`src/rtl/pipeline_hazard_ctrl_pkg.sv`:
```
// pipeline_hazard_ctrl_pkg: PC-select codes and FSM state encodings shared by the hazard controller and the PC mux
package pipeline_hazard_ctrl_pkg;
  localparam logic [1:0] PCSEL_NEXT   = 2'b00;
  localparam logic [1:0] PCSEL_BRANCH = 2'b01;
  localparam logic [1:0] PCSEL_ALU    = 2'b11;
  typedef enum logic [1:0] {
    ST_RUN      = 2'd0,
    ST_MEM_WAIT = 2'd1,
    ST_ERR      = 2'd2
  } state_t;
endpackage

```
`src/rtl/pipeline_hazard_ctrl_sat_counter.sv`:
```
// sat_counter: W-bit counter that increments on inc and sticks at all-ones; async active-high reset
module sat_counter #(
  parameter int W = 16
) (
  input  logic         clk,
  input  logic         reset,
  input  logic         inc,
  output logic [W-1:0] count
);
  logic [W-1:0] count_d, count_q;
  always_comb count_d = (inc && count_q != '1) ? count_q + 1'b1 : count_q;
  always_ff @(posedge clk or posedge reset)
    if (reset) count_q <= '0;
    else count_q <= count_d;
  assign count = count_q;
endmodule

```
`src/rtl/pipeline_hazard_ctrl.sv`:
```
// pipeline_hazard_ctrl: 5-stage pipeline stall/flush/redirect sequencer (hazard inputs in; pcIn_sel, enables, flushes, dmem_err, perf counters out)
module pipeline_hazard_ctrl
  import pipeline_hazard_ctrl_pkg::*;
#(
  parameter int DMEM_TIMEOUT = 16,
  parameter int CNT_W        = 16
) (
  input  logic             clk,
  input  logic             reset,
  input  logic [4:0]       ID_rs1,
  input  logic [4:0]       ID_rs2,
  input  logic             ID_use_rs1,
  input  logic             ID_use_rs2,
  input  logic [4:0]       EX_rd,
  input  logic             EX_memRead,
  input  logic             MEM_brTaken,
  input  logic             MEM_jalr,
  input  logic             MEM_memReq,
  input  logic             dmem_ready,
  output logic [1:0]       pcIn_sel,
  output logic             pc_en,
  output logic             IFID_en,
  output logic             IFID_flush,
  output logic             IDEX_flush,
  output logic             EXMEM_flush,
  output logic             back_en,
  output logic             dmem_err,
  output logic [CNT_W-1:0] stall_cnt,
  output logic [CNT_W-1:0] flush_cnt
);
  localparam int TW = $clog2(DMEM_TIMEOUT);
  state_t        state_d, state_q;
  logic [TW-1:0] timer_d, timer_q;
  logic          dmem_err_d, dmem_err_q;
  logic          redirect;
  logic          load_use;
  assign load_use = EX_memRead && EX_rd != 5'd0 &&
                    ((ID_use_rs1 && ID_rs1 == EX_rd) || (ID_use_rs2 && ID_rs2 == EX_rd));
  always_comb begin
    state_d     = state_q;
    timer_d     = timer_q;
    dmem_err_d  = dmem_err_q;
    pcIn_sel    = PCSEL_NEXT;
    pc_en       = 1'b0;
    IFID_en     = 1'b0;
    back_en     = 1'b0;
    IFID_flush  = 1'b0;
    IDEX_flush  = 1'b0;
    EXMEM_flush = 1'b0;
    redirect    = 1'b0;
    case (state_q)
      ST_RUN: begin
        if (MEM_memReq && !dmem_ready) begin
          state_d = ST_MEM_WAIT;
          timer_d = '0;
        end else if (MEM_jalr || MEM_brTaken) begin
          pcIn_sel = MEM_jalr ? PCSEL_ALU : PCSEL_BRANCH;
          {pc_en, IFID_en, back_en, IFID_flush, IDEX_flush, EXMEM_flush} = 6'b111111;
          redirect = 1'b1;
        end else if (load_use) begin
          IDEX_flush = 1'b1;
          back_en    = 1'b1;
        end else begin
          {pc_en, IFID_en, back_en} = 3'b111;
        end
      end
      ST_MEM_WAIT: begin
        if (dmem_ready) begin
          state_d = ST_RUN;
          timer_d = '0;
          {pc_en, IFID_en, back_en} = 3'b111;
        end else if (timer_q == TW'(DMEM_TIMEOUT - 1)) begin
          state_d    = ST_ERR;
          dmem_err_d = 1'b1;
        end else begin
          timer_d = timer_q + 1'b1;
        end
      end
      ST_ERR: ;
      default: state_d = ST_RUN;
    endcase
    // Reset is asynchronous, so the outputs must go quiet immediately rather than at the next edge.
    if (reset) begin
      pcIn_sel = PCSEL_NEXT;
      {pc_en, IFID_en, back_en, IFID_flush, IDEX_flush, EXMEM_flush} = 6'b000000;
      redirect = 1'b0;
    end
  end
  always_ff @(posedge clk or posedge reset)
    if (reset) begin
      state_q    <= ST_RUN;
      timer_q    <= '0;
      dmem_err_q <= 1'b0;
    end else begin
      state_q    <= state_d;
      timer_q    <= timer_d;
      dmem_err_q <= dmem_err_d;
    end
  assign dmem_err = dmem_err_q;
  sat_counter #(.W(CNT_W)) u_stall_cnt (.clk(clk), .reset(reset), .inc(!pc_en), .count(stall_cnt));
  sat_counter #(.W(CNT_W)) u_flush_cnt (.clk(clk), .reset(reset), .inc(redirect), .count(flush_cnt));
endmodule

```
`config.mk`:
```
export PLATFORM = sky130hd
export DESIGN_NAME = pipeline_hazard_ctrl
export DESIGN_NICKNAME = d
export VERILOG_FILES = /design/src/rtl/pipeline_hazard_ctrl_pkg.sv /design/src/rtl/pipeline_hazard_ctrl_sat_counter.sv /design/src/rtl/pipeline_hazard_ctrl.sv
export SDC_FILE = /design/constraint.sdc
export NUM_CORES = 1
export LEC_CHECK = 0
export BUFFER_PORTS_ARGS = -buffer_cell sky130_fd_sc_hd__clkbuf_2
export CAP_MARGIN = 20
export CORE_ASPECT_RATIO = 1.2
export CORE_MARGIN = 2
export CORE_UTILIZATION = 55
export CTS_CLUSTER_DIAMETER = 120
export CTS_CLUSTER_SIZE = 40
export DETAILED_ROUTE_END_ITERATION = 8
export PLACE_DENSITY = 0.85
export REMOVE_ABC_BUFFERS = 1
export SETUP_SLACK_MARGIN = 0.15
export SLEW_MARGIN = 20
export SYNTH_ARGS = -nofsm -noshare
export SYNTH_HDL_FRONTEND = slang
export SYNTH_SLANG_ARGS = --single-unit
```
`constraint.sdc`:
```
create_clock -name clk -period 6.51 [get_ports clk]
set_clock_uncertainty 0.15 [all_clocks]
set_input_delay 1.302 -clock clk [delete_from_list [all_inputs] [get_ports clk]]
set_output_delay 1.302 -clock clk [all_outputs]
set_load 0.01 [all_outputs]
```
-- Word-level counts from Yosys, hierarchy flattened
Cells that the tools add are included.
- add/sub/neg operators: 3
- multipliers: 0
- div/mod/pow operators: 0
- $lt $le $gt $ge: 0
- eq/ne operators: 10
- shift operators: 0
- muxes and demuxes: 31
- bitwise gates (word level): 2
- reductions and logical operators: 17
- operators by type and width (cell ; count):
    $add 16x1->16 const B ; 2
    $ne 16x16->1 const B ; 2
    $mux 1 ; 16
    $mux 2 ; 8
    $mux 4 ; 3
    $eq 5x5->1 ; 2
    $reduce_and 3->1 ; 3
    $pmux 4 s2 ; 1
    $logic_and 1x1->1 ; 7
    $ne 3x3->1 const B ; 2
    $pmux 2 s3 ; 1
    $reduce_bool 5->1 ; 1
    $add 4x1->4 const B ; 1
    $eq 4x4->1 const B ; 1
    $pmux 1 s2 ; 2
    $eq 2x1->1 const B ; 1
    $eq 2x2->1 const B ; 1
    $logic_not 1->1 ; 2
    $logic_not 2->1 ; 1
    $logic_or 1x1->1 ; 2
    $ne 2x2->1 const B ; 1
    $not 1->1 ; 2
    $reduce_bool 2->1 ; 1
- register bits after elaboration: 39
- bits in latches: 0
- bits in writable memories: 0
- bits in read-only memories: 0
- output and inout port bits: 41
- logic and storage cells: 68
- memories kept: 0

-- Depth between registers and ports, before layout
Gate-level depths: netlist (run 1).
- depth after elaboration: 11
- mapped depth: 8
- mapped depth without buffers: 7

-- Cells and area by module
A second synthesis (run 1) with hierarchy kept.
- cell total of the unflattened synthesis: 214
- area total of the unflattened synthesis: 2207.1 µm²
- by module, submodules not included (module ; times used ; cells an instance ; area an instance (µm²) ; sequential area each (µm²)):
    sat_counter ; 2 ; 71 ; 805.8 ; 400.4
    pipeline_hazard_ctrl ; 1 ; 72 ; 595.6 ; 175.2

-- Worst setup path after synthesis (run 1)
OpenSTA, ideal clock, no wires.
- path kind: in2out
- start point: in EX_rd[1]
- end point: out pc_en
- arrival time: 2.557 ns
- setup slack: 2.501 ns
- cell stages on the path: 6
- path buffers: 2
- cell sequence: or4_1 o21ai_1 nor2_1 a21boi_2 buf_6 buf_4
- cells in the longest elaborated chain, start to end: 9
- elaborated cells between the ends (all ways): 13
- those cells by class: 2 x eq/ne; 5 x mux; 6 x reduce/logical
- ends and longest elaborated chain (what ; RTL line ; text):
    start: declaration ; pipeline_hazard_ctrl.sv:14 ; input logic [4:0] EX_rd,
    $eq 5x5->1 ; pipeline_hazard_ctrl.sv:38 ; ((ID_use_rs1 && ID_rs1 == EX_rd) || (ID_use_rs2 && ID_rs2 == EX_rd));
    $logic_and 1x1->1 ; pipeline_hazard_ctrl.sv:38 ;
    $logic_or 1x1->1 ; pipeline_hazard_ctrl.sv:38 ;
    $logic_and 1x1->1 (*) ; pipeline_hazard_ctrl.sv:37 ; assign load_use = EX_memRead && EX_rd != 5'd0 &&
    $mux 1 (*) (3 in a row) ; - ;
    $pmux 1 s2 (*) ; - ;
    $mux 1 (*) ; - ;
    end: declaration ; pipeline_hazard_ctrl.sv:21 ; output logic pc_en,
Mark *: on every way between the ends. The rest lies on a longest branch, timed or not.

-- Worst setup path after layout (run 1)
- start point: in EX_rd[1]
- end point: out IFID_en
- cells in the longest elaborated chain, start to end: 9
- elaborated cells between the ends (all ways): 13
- those cells by class: 2 x eq/ne; 5 x mux; 6 x reduce/logical
- ends and longest elaborated chain (what ; RTL line ; text):
    $eq 5x5->1 ; pipeline_hazard_ctrl.sv:38 ;
    $logic_and 1x1->1 ; pipeline_hazard_ctrl.sv:38 ;
    $logic_or 1x1->1 ; pipeline_hazard_ctrl.sv:38 ;
    $logic_and 1x1->1 (*) ; pipeline_hazard_ctrl.sv:37 ;
    $mux 1 (*) ; pipeline_hazard_ctrl.sv:60 ; end else if (load_use) begin
    $mux 1 (*) ; pipeline_hazard_ctrl.sv:56 ; end else if (MEM_jalr || MEM_brTaken) begin
    $mux 1 (*) ; pipeline_hazard_ctrl.sv:53 ; if (MEM_memReq && !dmem_ready) begin
    $pmux 1 s2 (*) ; pipeline_hazard_ctrl.sv:51 ; case (state_q)
    $mux 1 (*) ; pipeline_hazard_ctrl.sv:83 ; if (reset) begin
    end: declaration ; pipeline_hazard_ctrl.sv:22 ; output logic IFID_en,
Marked as above.

==> impl_metrics.tcl, run 1 <==
set metrics [dict create \
    run_status "finished, final reports clean" \
    ios 65 \
    antenna_found_initial 0 \
    power.density_nw_per_um2 307 \
    vdd.ir_drop.worst_mv 0.185 \
    startpoint_type "input port" \
    chipHeight_um 72.1 \
    worst_r2r_startpoint "u_stall_cnt.count[0]" \
    power_leakage_nw 1.22 \
    port-buffer-count 64 \
    globalRoute.totalOverflow 0 \
    num_rows 24 \
    setup_tns_ps 0 \
    worst_path_dominant_cell_family "compound AO/OA/AOI/OAI gates" \
    vias_per_cell 5.45 \
    final_period_minus_worst_setup_slack_ps 4400 \
    synth.cells.most_frequent "sky130_fd_sc_hd__dfrtp_1, sky130_fd_sc_hd__xor2_1, sky130_fd_sc_hd__xnor2_1" \
    setup_viol 0 \
    cts-resized-gates 0 \
    tightestPinTransition_ps 845 \
    synthesis.yosys.warnings 0 \
    asyncSetResetFlopFracSynth_pct 100 \
    final-max-slew-violation-count 0 \
    areaGrowthSynthToFinish_pct 20.6 \
    fill_cells 298 \
    cts_buffer_depth 2 \
    grt_start_max_net_pins 40 \
    clock-root-buffer "sky130_fd_sc_hd__clkbuf_8" \
    synth_area_leaders "sky130_fd_sc_hd__dfrtp_1, sky130_fd_sc_hd__xor2_1, sky130_fd_sc_hd__xnor2_1" \
    drc 0 \
    die_area_sq_um 4380 \
    drive_gt1_share_pct 31.6 \
    sum_of_buffers_and_inverters_on_the_critical_path 2 \
    core-area_sq_um 3660 \
    dominantRegCellSynth "sky130_fd_sc_hd__dfrtp_1" \
    hold_violation_count_in_the_final_report 0 \
    cts_tree "done" \
    portion_of_the_post_synthesis_area_used_by_sequential_elements_pct 45.9 \
    critPathMostFrequentCell "sky130_fd_sc_hd__clkbuf_2" \
    floorplan.initialDensity_pct 58.1 \
    fmax_mhz 227 \
    groute.usage.overall_pct 21.8 \
    synth_area_per_cell_sq_um 10.4 \
    synth.cell_area_sq_um 2130 \
    nets 295 \
    routed_wire_length_per_instance_um 13.6 \
    critPathLaunch "EX_rd[1]" \
    place_congestion 0.812 \
    diodes 0 \
    worst_skew_pair.late_latency_ps 290 \
    timing.critical_path.to_type "output pin" \
    place_ws_ps 2090 \
    fin_crit_sh_pct 67.5 \
    global_route_wire_length_before_repair_um 7040 \
    synthCells 204 \
    clock-sinks 39 \
    synth.most_common_cell "sky130_fd_sc_hd__dfrtp_1" \
    critPathMaxFanout 17 \
    maxcap_viol_count 0 \
    instances_no_fill 321 \
    post_cts_buffers 0 \
    synth_seq_cells 39 \
    cts.htree.levels 2 \
    cts_buffers 5 \
    drtIter0Drc 76 \
    timing.critical_path.slowest_cell_delay_ps 550 \
    synth-edff-count 0 \
    required_ps 5060 \
    grt_setup_unrepaired "false" \
    first_global_vias 1720 \
    drt-total-wl_um 4380 \
    cpMaxStageDelayCell "sky130_fd_sc_hd__a21boi_2" \
    place.detailed.instances 313 \
    maxSlewHeadroom_pct 43.4 \
    cts-hold-fix-buffers 0 \
    detailroute.via_count 1750 \
    die_width_um 60.8 \
    criticalPathCategory "input port to output pin" \
    synthDominantCellAreaShare_pct 45.9 \
    worstPathArrival_ps 2950 \
    final_critical_path_setup_slack_ps 2110 \
    clkTransAtPathRegs_ps 70 \
    dp_hpwl_um 3330 \
    detailedRoute.firstPassIterationCount 4 \
    timing.critical_path.cells "clkbuf_2 > or4_1 > o21ai_1 > nor2_1 > a21boi_2 > clkbuf_2" \
    cell_accounting_for_the_most_synthesized_area "sky130_fd_sc_hd__dfrtp_1" \
    hp-class "flop to flop" \
    timing.hold.worst.start "dmem_err" \
    ant_nets 0 \
    number_of_distinct_library_cell_variants_in_the_gate_level_netlist_after_synthesis 47 \
]
stage by stage:
step           cell area, sq um  utilization, %  hold WS, ps  power, mW
6_report                   2570            70.0          330      0.789
5_1_grt                    2570            70.0          342      0.837
4_1_cts                    2570            70.0          331      0.794
3_5_place_dp               2460            67.2          313      0.613
3_3_place_gp               2460            67.2          311      0.600
2_1_floorplan              2070               -          334      0.505
layout by cell type (no fill, tap or decap), drive strengths merged:
cell type,instances
a211oi,1
or3,1
nand3,14
nand2b,3
o31a,1
nor4,8
nand2,14
o32ai,1
buf,1
inv,4
nor4b,1
xor2,23
and2,2
o22ai,1
or4,1
or4b,1
and3,4
nor3b,2
clkbuf,71
clkinvlp,1
nand4,12
ha,3
nor2b,1
a21oi,1
o21ai,7
a22oi,1
o21bai,1
mux2,3
a21boi,1
a311o,1
nor3,8
mux2i,1
a32o,1
and4,2
nor2,16
xnor2,16
dfrtp,39
layout make-up:
cell class	instances	area, sq um	share of cell area, %
clock buffers	7	96.3	3.75
clock inverters	1	7.51	0.293
inverters	4	15.0	0.585
multi-input cells	153	1080	42.0
flip-flops and latches	39	976	38.0
well taps	52	65.1	2.54
repair buffers	65	328	12.8
report_power, final:
group	leakage [nW]	switching (mW)	internal, mW
combinational	0.672	0.117	0.105
clock	0.0505	0.0864	0.0964
sequential	0.493	0.0836	0.300
total	1.22	0.287	0.502
per-layer routing:
metal  GRT usage, %  up-vias  share of wire [%]
met5              0        -                  0
met2           37.3       63                 51
met1           22.3      824                 39
met4           14.5        0                4.1
met3           6.42       13                5.6
li1               -      850                  -
state kept, by name, indices dropped and copies added (netlist names):
| signal | cells |
|---|---|
| u_stall_cnt.count | 16 |
| state_q | 2 |
| timer_q | 4 |
| dmem_err | 1 |
| u_flush_cnt.count | 16 |
final timing paths:
path	endpoint	slack, ps	cells after the start
max	IFID_en	2110	6
min	dmem_err	330	1
max reg2reg	u_stall_cnt.count[1]	3890	6
min reg2reg	dmem_err	330	1
max in group asynchronous	u_stall_cnt.count[1]	4870	3
min in group asynchronous	u_flush_cnt.count[12]	1010	3
kinds of logic after synthesis:
kind of cell / Yosys count / share of synthesized area (%)
and+or+nand+nor: 90 / 24.9
AOI/OAI and AO/OA: 17 / 5.94
adders and majority gates: 3 / 1.76
DFF: 39 / 45.9
xor gates and xnor gates: 39 / 16.1
buffers and inverters: 12 / 3.41
muxes: 4 / 2.06
Power figures use the tool's default switching activity.
==> inputs of run 2 (changes only) <==
--- a/config.mk
+++ b/config.mk
@@ -9,11 +9,11 @@
 export CAP_MARGIN = 20
 export CORE_ASPECT_RATIO = 1.2
 export CORE_MARGIN = 2
-export CORE_UTILIZATION = 55
+export CORE_UTILIZATION = 46
 export CTS_CLUSTER_DIAMETER = 120
 export CTS_CLUSTER_SIZE = 40
 export DETAILED_ROUTE_END_ITERATION = 8
-export PLACE_DENSITY = 0.85
+export PLACE_DENSITY = 0.76
 export REMOVE_ABC_BUFFERS = 1
 export SETUP_SLACK_MARGIN = 0.15
 export SLEW_MARGIN = 20
==> constraint.sdc (replaced) <==
create_clock -name clk -period 3.6 [get_ports clk]
set_clock_uncertainty 0.15 [all_clocks]
set_input_delay 0.72 -clock clk [delete_from_list [all_inputs] [get_ports clk]]
set_output_delay 0.72 -clock clk [all_outputs]
set_load 0.01 [all_outputs]
==> impl_metrics.tcl, run 2 (synthesis gave the netlist of run 1 again) <==
set metrics [dict create \
    run_status "finished, final reports clean" \
    num_rows 27 \
    power.density_nw_per_um2 559 \
    cts_tree "done" \
    vias_per_cell 5.33 \
    antenna_found_initial 0 \
    pwr-share-seq_pct 47.3 \
    power_frac_comb_pct 27.3 \
    regToRegEndpoint "u_stall_cnt.count[1]" \
    timing.critical_path.slowest_cell_delay_ps 510 \
    drive_gt1_share_pct 32.1 \
    core-area_sq_um 4530 \
    clock-root-buffer "sky130_fd_sc_hd__clkbuf_8" \
    final_critical_path_setup_slack_ps 730 \
    first_global_vias 1657 \
    vdd.ir_drop.worst_mv 0.277 \
    place_ws_ps 745 \
    critPathMaxFanout 3 \
    routed_wire_length_per_instance_um 13.0 \
    cts_buffer_depth 2 \
    mostFrequentLayoutCells "sky130_fd_sc_hd__clkbuf_2, sky130_fd_sc_hd__dfrtp_1, sky130_fd_sc_hd__xor2_1" \
    clkTransAtPathRegs_ps 70 \
    cp.depth 6 \
    drc 0 \
    timing.critical_path.to_type "output pin" \
    detailedRoute.firstPassIterationCount 4 \
    setup.worst_path.end "pc_en" \
    worst_skew_pair.late_latency_ps 280 \
    post_cts_buffers 0 \
    r2r_slack_ps 1310 \
    drt-total-wl_um 4270 \
    fmax_mhz 348 \
    chipHeight_um 78.5 \
    maxcap_viol_count 0 \
    grt_setup_unrepaired "false" \
    final_layout_worst_hold_slack_ps 324 \
    worst_r2r_startpoint "state_q[1]" \
    power.switching_mw 0.498 \
    global_route_wire_length_before_repair_um 7250 \
    hp-class "flop to flop" \
    setup_viol 0 \
    port-buffer-count 64 \
    layout.cell_area.non_filler_sq_um 2600 \
    place_congestion 0.837 \
    critPathMostFrequentCell "sky130_fd_sc_hd__clkbuf_2" \
    cpMaxStageDelayCell "sky130_fd_sc_hd__or4_1" \
    hold_violation_count_in_the_final_report 0 \
    groute.usage.overall_pct 17.7 \
    worstPathArrival_ps 2000 \
    post_dp_cell_area_sq_um 2480 \
    diodes 0 \
    tightestPinTransition_ps 490 \
    grt_start_max_net_pins 40 \
    clock-sinks 39 \
    maxSlewHeadroom_pct 67.3 \
    dp_hpwl_um 3250 \
    criticalPathCategory "input port to output pin" \
    die_width_um 66.1 \
    ios 65 \
    power_leakage_nw 1.24 \
    share_clk_of_total_power_pct 25.4 \
    timing.critical_path.cells "clkbuf_2 > or4_1 > o21ai_1 > nor2_1 > a21boi_2 > clkbuf_2" \
    sum_of_buffers_and_inverters_on_the_critical_path 2 \
    rr_worst_depth 7 \
    worst_path_dominant_cell_family "simple AND/OR/NAND/NOR gates" \
    areaGrowthSynthToFinish_pct 22.4 \
    layout.cells.most_common "sky130_fd_sc_hd__clkbuf_2" \
    floorplan.initialDensity_pct 47.0 \
    cts.htree.levels 2 \
    internal_power_mw 0.958 \
    nets 297 \
    ant_nets 0 \
    die_area_sq_um 5190 \
    required_ps 2730 \
    setup_tns_ps 0 \
    critPathLaunch "EX_rd[1]" \
    startpoint_type "input port" \
    cts-resized-gates 0 \
    globalRoute.totalOverflow 0 \
    cts_buffers 5 \
    final-max-slew-violation-count 0 \
    cts-hold-fix-buffers 0 \
    final_period_minus_worst_setup_slack_ps 2870 \
    drtIter0Drc 80 \
    detailroute.via_count 1753 \
    power.switching_fraction_pct 34.2 \
    fin_crit_sh_pct 79.7 \
]
==> run 2: cell types whose count changed in the layout (fill, tap and decap cells not counted), sizes merged <==
cell / change
buf: +2
bufinv: +1
clkbuf: -1
clkinv: +1
clkinvlp: -1
==> run 2: worst min-delay path by stage <==
stage,startpoint,endpoint,slack (ps),cells past startpoint
detailed placement,dmem_err,dmem_err,310,1
global route,dmem_err,dmem_err,360,1
finish,dmem_err,dmem_err,320,1
floorplan,timer_q[0],timer_q[0],330,1
CTS,dmem_err,dmem_err,330,1
global placement,dmem_err,dmem_err,310,1
==> run 2: final cells by class <==
class / instances / area [sq um]
fill: 428 / 1920
multi-input combinational: 153 / 1080
sequential: 39 / 976
timing repair buffer: 67 / 343
clock buffer: 6 / 82.6
tap: 58 / 72.6
clock inverter: 2 / 35.0
inverter: 4 / 15.0
==> run 2: stage by stage <==
stage	power [mW]	std cells	util (%)
6_report	1.46	329	57.5
5_1_grt	1.56	329	57.5
4_1_cts	1.47	329	57.5
3_5_place_dp	1.10	321	54.9
3_3_place_gp	1.09	321	54.9
2_1_floorplan	0.914	196	-
==> run 2: per-layer routing <==
metal	global-route usage, %	wire length [um]	share of wire [%]
met1	21.3	1820	43
met2	30.6	2190	51
met3	3.72	190	4.5
met4	7.14	62	1.5
met5	0	0	0
==> run 2: power by group through the flow <==
stage	logic [mW]	clock network, mW	registers [mW]
after CTS	0.404	0.380	0.689
after global routing	0.447	0.399	0.709
final	0.397	0.370	0.689
after floorplan	0.196	0	0.718
after global placement	0.393	0	0.692
after detailed placement	0.402	0	0.697
